[config.mk]
export PLATFORM = sky130hd
export DESIGN_NAME = cpu6_trap_ctrl_flat
export DESIGN_NICKNAME = d
export VERILOG_FILES = /design/src/rtl/cpu6_trap_ctrl_if.sv /design/src/rtl/cpu6_trap_ctrl.sv /design/src/flat_wrapper.sv
export SDC_FILE = /design/constraint.sdc
export NUM_CORES = 1
export LEC_CHECK = 0
export ABC_CLOCK_PERIOD_IN_PS = 1700
export BUFFER_PORTS_ARGS = -buffer_cell sky130_fd_sc_hd__buf_2
export CAP_MARGIN = 10
export CORE_ASPECT_RATIO = 0.9
export CORE_MARGIN = 2
export CORE_UTILIZATION = 36
export DETAILED_ROUTE_END_ITERATION = 8
export PLACE_DENSITY = 0.84
export REMOVE_ABC_BUFFERS = 1
export SLEW_MARGIN = 0
export SYNTH_ARGS = -nofsm -noshare
export SYNTH_HDL_FRONTEND = slang
export SYNTH_SLANG_ARGS = --single-unit
[constraint.sdc]
create_clock -name clk -period 1.7 [get_ports clk]
set_input_delay 0 -clock clk [delete_from_list [all_inputs] [get_ports clk]]
set_output_delay 0 -clock clk [all_outputs]
set_load 0.02 [all_outputs]
[src/rtl/cpu6_trap_ctrl_if.sv]
// Trap-controller bus: interrupt/CSR inputs, drain handshake and fetch redirect.
// The ecallE signal exists only when CPU6_TRAP_ECALL_EN is defined.
interface cpu6_trap_ctrl_if;
  logic        tmr_irq_r;
  logic        ext_irq_r;
  logic        csr_mtie_r;
  logic        csr_meie_r;
  logic        csr_mstatus_mie_r;
  logic        mretE;
  logic        pcsrcE;
`ifdef CPU6_TRAP_ECALL_EN
  logic        ecallE;
`endif
  logic [31:0] next_pcF;
  logic [31:0] csr_mtvec;
  logic [31:0] csr_mepc;
  logic        empty_pipeline_ackW;
  logic        empty_pipeline_reqE;
  logic        stallF;
  logic [31:0] excp_mepc;
  logic        excp_mepc_ena;
  logic [31:0] excp_mcause;
  logic        mret_ena;
  logic        redirect_valid;
  logic [31:0] redirect_pc;
  logic        busy;
  logic        err_timeout;

  // The trap controller side.
  modport master (
`ifdef CPU6_TRAP_ECALL_EN
    input  ecallE,
`endif
    input  tmr_irq_r, ext_irq_r, csr_mtie_r, csr_meie_r, csr_mstatus_mie_r,
    input  mretE, pcsrcE, next_pcF, csr_mtvec, csr_mepc, empty_pipeline_ackW,
    output empty_pipeline_reqE, stallF, excp_mepc, excp_mepc_ena, excp_mcause,
    output mret_ena, redirect_valid, redirect_pc, busy, err_timeout
  );

  // The pipeline / CSR-file side.
  modport slave (
`ifdef CPU6_TRAP_ECALL_EN
    output ecallE,
`endif
    output tmr_irq_r, ext_irq_r, csr_mtie_r, csr_meie_r, csr_mstatus_mie_r,
    output mretE, pcsrcE, next_pcF, csr_mtvec, csr_mepc, empty_pipeline_ackW,
    input  empty_pipeline_reqE, stallF, excp_mepc, excp_mepc_ena, excp_mcause,
    input  mret_ena, redirect_valid, redirect_pc, busy, err_timeout
  );
endinterface

[src/rtl/cpu6_trap_ctrl.sv]
// Machine-mode interrupt entry / MRET sequencer: drain, save mepc/mcause, redirect.
// Define CPU6_TRAP_ECALL_EN to add the ecallE synchronous-exception entry.
module cpu6_trap_ctrl #(
  parameter int ACK_TIMEOUT = 16,
  parameter int CNT_W       = 5
) (
  input logic             clk,
  input logic             reset,
  cpu6_trap_ctrl_if.master trap
);

  typedef enum logic [2:0] {
    IDLE, IRQ_DRAIN, IRQ_SAVE, IRQ_JUMP, RET_DRAIN, RET_JUMP
  } state_t;

  localparam logic [CNT_W-1:0] CNT_LAST = CNT_W'(ACK_TIMEOUT - 1);

  state_t           state, stateNext;
  logic [CNT_W-1:0] cnt, cntNext;
  logic [31:0]      resumePc, resumePcNext;
  logic [31:0]      cause, causeNext;
  logic             errTimeout, errNext;
  logic             irqExt, irqTmr;

  assign irqExt = trap.ext_irq_r & trap.csr_meie_r & trap.csr_mstatus_mie_r;
  assign irqTmr = trap.tmr_irq_r & trap.csr_mtie_r & trap.csr_mstatus_mie_r;

  // NOTE: every variable gets a default before the case so no path leaves it unassigned (no latch).
  always_comb begin
    stateNext    = state;
    cntNext      = cnt;
    resumePcNext = resumePc;
    causeNext    = cause;
    errNext      = errTimeout;
    unique case (state)
      IDLE: begin
        cntNext = '0;
        if (trap.mretE) begin
          stateNext = RET_DRAIN;
`ifdef CPU6_TRAP_ECALL_EN
        end else if (trap.ecallE) begin
          stateNext    = IRQ_DRAIN;
          resumePcNext = trap.next_pcF - 32'd4;
          causeNext    = 32'h0000_000B;
`endif
        end else if ((irqExt | irqTmr) & ~trap.pcsrcE) begin
          stateNext    = IRQ_DRAIN;
          resumePcNext = trap.next_pcF;
          causeNext    = irqExt ? 32'h8000_000B : 32'h8000_0007;
        end
      end
      IRQ_DRAIN, RET_DRAIN: begin
        // A missing ack is flagged, then the sequence completes as if acked.
        if (trap.empty_pipeline_ackW || cnt == CNT_LAST) begin
          stateNext = (state == IRQ_DRAIN) ? IRQ_SAVE : RET_JUMP;
          cntNext   = '0;
          if (!trap.empty_pipeline_ackW) errNext = 1'b1;
        end else begin
          cntNext = cnt + 1'b1;
        end
      end
      IRQ_SAVE: stateNext = IRQ_JUMP;
      IRQ_JUMP: stateNext = IDLE;
      RET_JUMP: stateNext = IDLE;
      default:  stateNext = IDLE;
    endcase
  end

  // NOTE: sequential state uses non-blocking assignments so all registers update together.
  always_ff @(posedge clk or negedge reset) begin
    if (!reset) begin
      state      <= IDLE;
      cnt        <= '0;
      resumePc   <= '0;
      cause      <= '0;
      errTimeout <= 1'b0;
    end else begin
      state      <= stateNext;
      cnt        <= cntNext;
      resumePc   <= resumePcNext;
      cause      <= causeNext;
      errTimeout <= errNext;
    end
  end

  // Outputs decode the registered state only; the CSR buses are passed through when selected.
  always_comb begin
    trap.empty_pipeline_reqE = 1'b0;
    trap.excp_mepc_ena       = 1'b0;
    trap.excp_mepc           = '0;
    trap.excp_mcause         = '0;
    trap.mret_ena            = 1'b0;
    trap.redirect_valid      = 1'b0;
    trap.redirect_pc         = '0;
    unique case (state)
      IRQ_DRAIN, RET_DRAIN: trap.empty_pipeline_reqE = 1'b1;
      IRQ_SAVE: begin
        trap.excp_mepc_ena = 1'b1;
        trap.excp_mepc     = resumePc;
        trap.excp_mcause   = cause;
      end
      IRQ_JUMP: begin
        trap.redirect_valid = 1'b1;
        trap.redirect_pc    = trap.csr_mtvec & ~32'h3;
      end
      RET_JUMP: begin
        trap.mret_ena       = 1'b1;
        trap.redirect_valid = 1'b1;
        trap.redirect_pc    = trap.csr_mepc;
      end
      default: ;
    endcase
  end

  assign trap.busy        = (state != IDLE);
  assign trap.stallF      = (state != IDLE);
  assign trap.err_timeout = errTimeout;

endmodule

[src/flat_wrapper.sv]
// flat-port wrapper written by rule: the top's interface ports become plain ports
module cpu6_trap_ctrl_flat 
#(
  parameter int ACK_TIMEOUT = 16,
  parameter int CNT_W       = 5
)
  (clk, reset, trap_tmr_irq_r, trap_ext_irq_r, trap_csr_mtie_r, trap_csr_meie_r, trap_csr_mstatus_mie_r, trap_mretE, trap_pcsrcE, trap_next_pcF, trap_csr_mtvec, trap_csr_mepc, trap_empty_pipeline_ackW, trap_empty_pipeline_reqE, trap_stallF, trap_excp_mepc, trap_excp_mepc_ena, trap_excp_mcause, trap_mret_ena, trap_redirect_valid, trap_redirect_pc, trap_busy, trap_err_timeout);
  cpu6_trap_ctrl_if trap_i ();
  input logic clk;
  input logic reset;
  input wire logic [$bits(trap_i.tmr_irq_r)-1:0] trap_tmr_irq_r;
  input wire logic [$bits(trap_i.ext_irq_r)-1:0] trap_ext_irq_r;
  input wire logic [$bits(trap_i.csr_mtie_r)-1:0] trap_csr_mtie_r;
  input wire logic [$bits(trap_i.csr_meie_r)-1:0] trap_csr_meie_r;
  input wire logic [$bits(trap_i.csr_mstatus_mie_r)-1:0] trap_csr_mstatus_mie_r;
  input wire logic [$bits(trap_i.mretE)-1:0] trap_mretE;
  input wire logic [$bits(trap_i.pcsrcE)-1:0] trap_pcsrcE;
  input wire logic [$bits(trap_i.next_pcF)-1:0] trap_next_pcF;
  input wire logic [$bits(trap_i.csr_mtvec)-1:0] trap_csr_mtvec;
  input wire logic [$bits(trap_i.csr_mepc)-1:0] trap_csr_mepc;
  input wire logic [$bits(trap_i.empty_pipeline_ackW)-1:0] trap_empty_pipeline_ackW;
  output wire logic [$bits(trap_i.empty_pipeline_reqE)-1:0] trap_empty_pipeline_reqE;
  output wire logic [$bits(trap_i.stallF)-1:0] trap_stallF;
  output wire logic [$bits(trap_i.excp_mepc)-1:0] trap_excp_mepc;
  output wire logic [$bits(trap_i.excp_mepc_ena)-1:0] trap_excp_mepc_ena;
  output wire logic [$bits(trap_i.excp_mcause)-1:0] trap_excp_mcause;
  output wire logic [$bits(trap_i.mret_ena)-1:0] trap_mret_ena;
  output wire logic [$bits(trap_i.redirect_valid)-1:0] trap_redirect_valid;
  output wire logic [$bits(trap_i.redirect_pc)-1:0] trap_redirect_pc;
  output wire logic [$bits(trap_i.busy)-1:0] trap_busy;
  output wire logic [$bits(trap_i.err_timeout)-1:0] trap_err_timeout;
  assign trap_i.tmr_irq_r = trap_tmr_irq_r;
  assign trap_i.ext_irq_r = trap_ext_irq_r;
  assign trap_i.csr_mtie_r = trap_csr_mtie_r;
  assign trap_i.csr_meie_r = trap_csr_meie_r;
  assign trap_i.csr_mstatus_mie_r = trap_csr_mstatus_mie_r;
  assign trap_i.mretE = trap_mretE;
  assign trap_i.pcsrcE = trap_pcsrcE;
  assign trap_i.next_pcF = trap_next_pcF;
  assign trap_i.csr_mtvec = trap_csr_mtvec;
  assign trap_i.csr_mepc = trap_csr_mepc;
  assign trap_i.empty_pipeline_ackW = trap_empty_pipeline_ackW;
  assign trap_empty_pipeline_reqE = trap_i.empty_pipeline_reqE;
  assign trap_stallF = trap_i.stallF;
  assign trap_excp_mepc = trap_i.excp_mepc;
  assign trap_excp_mepc_ena = trap_i.excp_mepc_ena;
  assign trap_excp_mcause = trap_i.excp_mcause;
  assign trap_mret_ena = trap_i.mret_ena;
  assign trap_redirect_valid = trap_i.redirect_valid;
  assign trap_redirect_pc = trap_i.redirect_pc;
  assign trap_busy = trap_i.busy;
  assign trap_err_timeout = trap_i.err_timeout;
  cpu6_trap_ctrl #(.ACK_TIMEOUT(ACK_TIMEOUT), .CNT_W(CNT_W)) u_core (.clk(clk), .reset(reset), .trap(trap_i));
endmodule
==> key figures <==
Outcome
  – Status: finished with violations
  – Violated checks: negative setup slack

Floorplanning
  – Die height: 86.2 um
  – Initial Util: a little under two fifths
  – Die area: slightly above 0.008 mm2
  – DIE WIDTH: between 90 and 100 um
  – Core box area: about 0.007 mm2
  – Cell row count: 29
  – # IOs: about 210

Timing
  – FMAX: about 0.56 GHz
  – Final setup margin: -79.6 ps
  – Slew HR: 59.0%
  – Setup TNS: -130 ps
  – Worst Skew: about 11 ps
  – Fin. max-slew vios: 0
  – Final setup fails: 4
  – Unrepaired setup endpoints after global routing: yes
  – Worst-Margin Slew: 615 ps
  – Clock period minus worst slack: ~1800 ps
  – Hold Vio Cnt, Final: 0
  – Fin crit share: 105%

Critical path
  – Kind of end point of the critical path: flip-flop
  – Critical path endpoint: u_core.cnt[2]
  – Crit-path max FO: 3
  – CP required: 1940 ps
  – Startpoint Class: flip-flop
  – R2R depth: 7
  – Worst Setup SP: u_core.cnt[1]
  – Reg2Reg Capture Point: u_core.cnt[2]
  – Reg2reg start: u_core.cnt[1]
  – Critical path class: reg2reg
  – Worst R2R Setup Slack: -80 ps
  – CP Data Arrival Time: between 2000 and 2500 ps

GRT
  – Grt ovf: 0
  – GRT Util Overall: approximately 18%
  – Antenna violations before repair: 0
  – First-pass GRT wire length: between 10000 and 15000 um
  – Vias in the first global route: between 2000 and 2500
  – Largest net degree at the start of global routing: 37

Clock tree
  – Reg clk slew, reported paths: about 90 ps
  – H-tree levels: 2
  – Root Buffer: clkbuf_8
  – Max Root-Sink Buffers: 2
  – Clock Latency Late Sink: between 200 and 300 ps
  – Total CTS buffers: 5
  – CTS Sinks: 44
  – CTS tree: yes

Final layout
  – Final #Nets: 567
  – ANT cells: 0
  – Fillers: 558
  – Area delta synth->final: 61.5%
  – Share of cells above drive strength 1: a little under three fifths
  – Fin area: ~0.0044 mm2

Synthesis
  – Cells after Synth: 236
  – Avg Inst Size Synth: ~11 um2
  – Number of flops mapped to enable cells by yosys: 0
  – Main synth FF type: dfrtp_1
  – Ys async rst share: 100%
  – Post-synthesis sequential area ratio: roughly two fifths
  – Ys Warns: 0
  – Cell variety after synth: 35
  – Yosys reg bits: 44
  – Post-synthesis cell area: ~0.0027 mm2

Placed design
  – Placed cell areas: 0.00367 mm2
  – Post-detail-place hpwl: slightly below 6000 um
  – PortBufs: between 150 and 200
  – Routability Congestion: about 0.82

Drt
  – DRT iter0 DRCs: 65
  – Residual DRC: 0
  – Via density: ~4.6
  – Vias: around 2600
  – WL final: about 8400 um
  – WL per Instance: between 15 and 20 um
  – Drt pass-1 iters: 4
  – Post-DRT Antenna Nets: 0

Power
  – Maximum VDD drop: about 600 uV
  – Power Dens Cells: 1280 mW/mm2
  – Pleak: approximately 2.5 nW

Hold path
  – Tightest Hold Check Type: in2reg
  – Hold Path Depth: 3

Flow run
  – MaxCap Viol Count: 0
==> synth_stat cells (2+ instances only) <==
library cell	n	share of area, %
nor2_1	4	0.56
buf_4	30	8.3
or2_2	2	0.46
buf_6	4	1.7
mux2_4	28	16
nor3b_1	2	0.56
nand3_1	2	0.37
a21oi_1	2	0.37
dfrtp_1	44	41
mux2_2	5	2.1
and2_1	37	8.6
a21o_1	3	0.83
o21ai_0	3	0.56
clkbuf_1	11	1.5
nand2_1	3	0.42
xnor2_1	2	0.65
ha_1	2	0.93
inv_1	2	0.28
nor3_1	3	0.56
a22o_1	32	10
==> worst max-delay path: stages, from the launching register on <==
cell,delay (ps)
dfrtp_1,400
ha_2,180
and3_4,180
ha_4,150
or3_4,350
buf_6,150
o31ai_2,180
a21o_1,140
==> sequential cells by signal (all words and copies together), names as in the netlist <==
| register | cells |
|---|---|
| u_core.resumePc | 32 |
| u_core.cnt | 5 |
| u_core.cause | 3 |
| u_core.state | 3 |
| u_core.trap.err_timeout | 1 |
==> worst min path at each step <==
stage / from / to
after floorplan: reset / u_core.cause[1]
after global placement: reset / u_core.resumePc[20]
after detailed placement: reset / u_core.resumePc[8]
after CTS: trap_csr_meie_r / u_core.cause[3]
after global routing: trap_csr_meie_r / u_core.cause[3]
final: trap_csr_meie_r / u_core.cause[3]
==> power breakdown <==
| part | total [mW] | leakage (nW) | switching, mW | internal [mW] |
|---|---|---|---|---|
| clock | 0.841 | 0.0614 | 0.360 | 0.481 |
| sequential | 1.70 | 0.558 | 0.230 | 1.47 |
| combinational | 3.03 | 1.88 | 1.50 | 1.53 |
| total | 5.58 | 2.50 | 2.09 | 3.48 |
==> through the flow <==
stage | hold slack (ps) | util, % | total power [mW] | cells | worst slack (ps)
4_1_cts | 38.8 | 58.6 | 5.27 | 546 | -70.9
6_report | 46.1 | 61.1 | 5.58 | 553 | -79.6
2_1_floorplan | -296 | - | 3.36 | 216 | -1190
5_1_grt | 51.9 | 61.1 | 5.90 | 553 | -127
3_5_place_dp | 52.0 | 51.3 | 4.28 | 503 | -221
3_3_place_gp | 46.1 | 51.3 | 4.20 | 503 | -146
==> area by class of cell <==
class | count | area [um2] | area share (%)
clock buffer | 6 | 82.6 | 1.89
clock inverter | 2 | 38.8 | 0.889
inverter | 2 | 7.51 | 0.172
multi-input combinational | 170 | 1480 | 33.9
sequential | 44 | 1100 | 25.2
tap | 93 | 116 | 2.67
timing repair buffer | 236 | 1540 | 35.3
==> cells in the final DEF (no fill, tap or decap), drive strengths merged, types with 3 or more instances in the layout <==
cell type    instances
mux2                33
nor2                 4
a22o                32
and2                37
clkbuf               9
nor3                 3
a21o                 3
conb                27
buf                199
dfrtp               44
dlygate4sd3         34
nand2                3
o21ai                3
==> cells by family after synthesis <==
family | after synthesis | synth area share [%]
buffers and inverters | 48 | 12.0
DFF | 44 | 40.7
and+or+nand+nor | 60 | 14.0
AOI/OAI and AO/OA | 44 | 13.2
muxes | 34 | 18.0
xor gates and xnor gates | 3 | 0.972
other | 1 | 0.139
adders and majority gates | 2 | 0.926
==> routing by layer <==
metal  global-route usage, %  vias to the layer above  routed length [um]
met4                    4.08                        0                 114
met5                       0                        -                   0
li1                        -                     1216                   -
met3                    3.39                       10                 444
met2                    35.4                       94                4570
met1                    19.4                     1248                3250
==> timing repair <==
action | CTS | global route
resized for setup | 14 | 18
setup endpoints to repair | 7 | 49
gates cloned | 0 | 3
setup buffers | 1 | 4
endpoints found under the hold margin | 59 | 0
hold buffers | 34 | 0
pin swaps | 5 | 3
(Power assumes the default switching activity.)
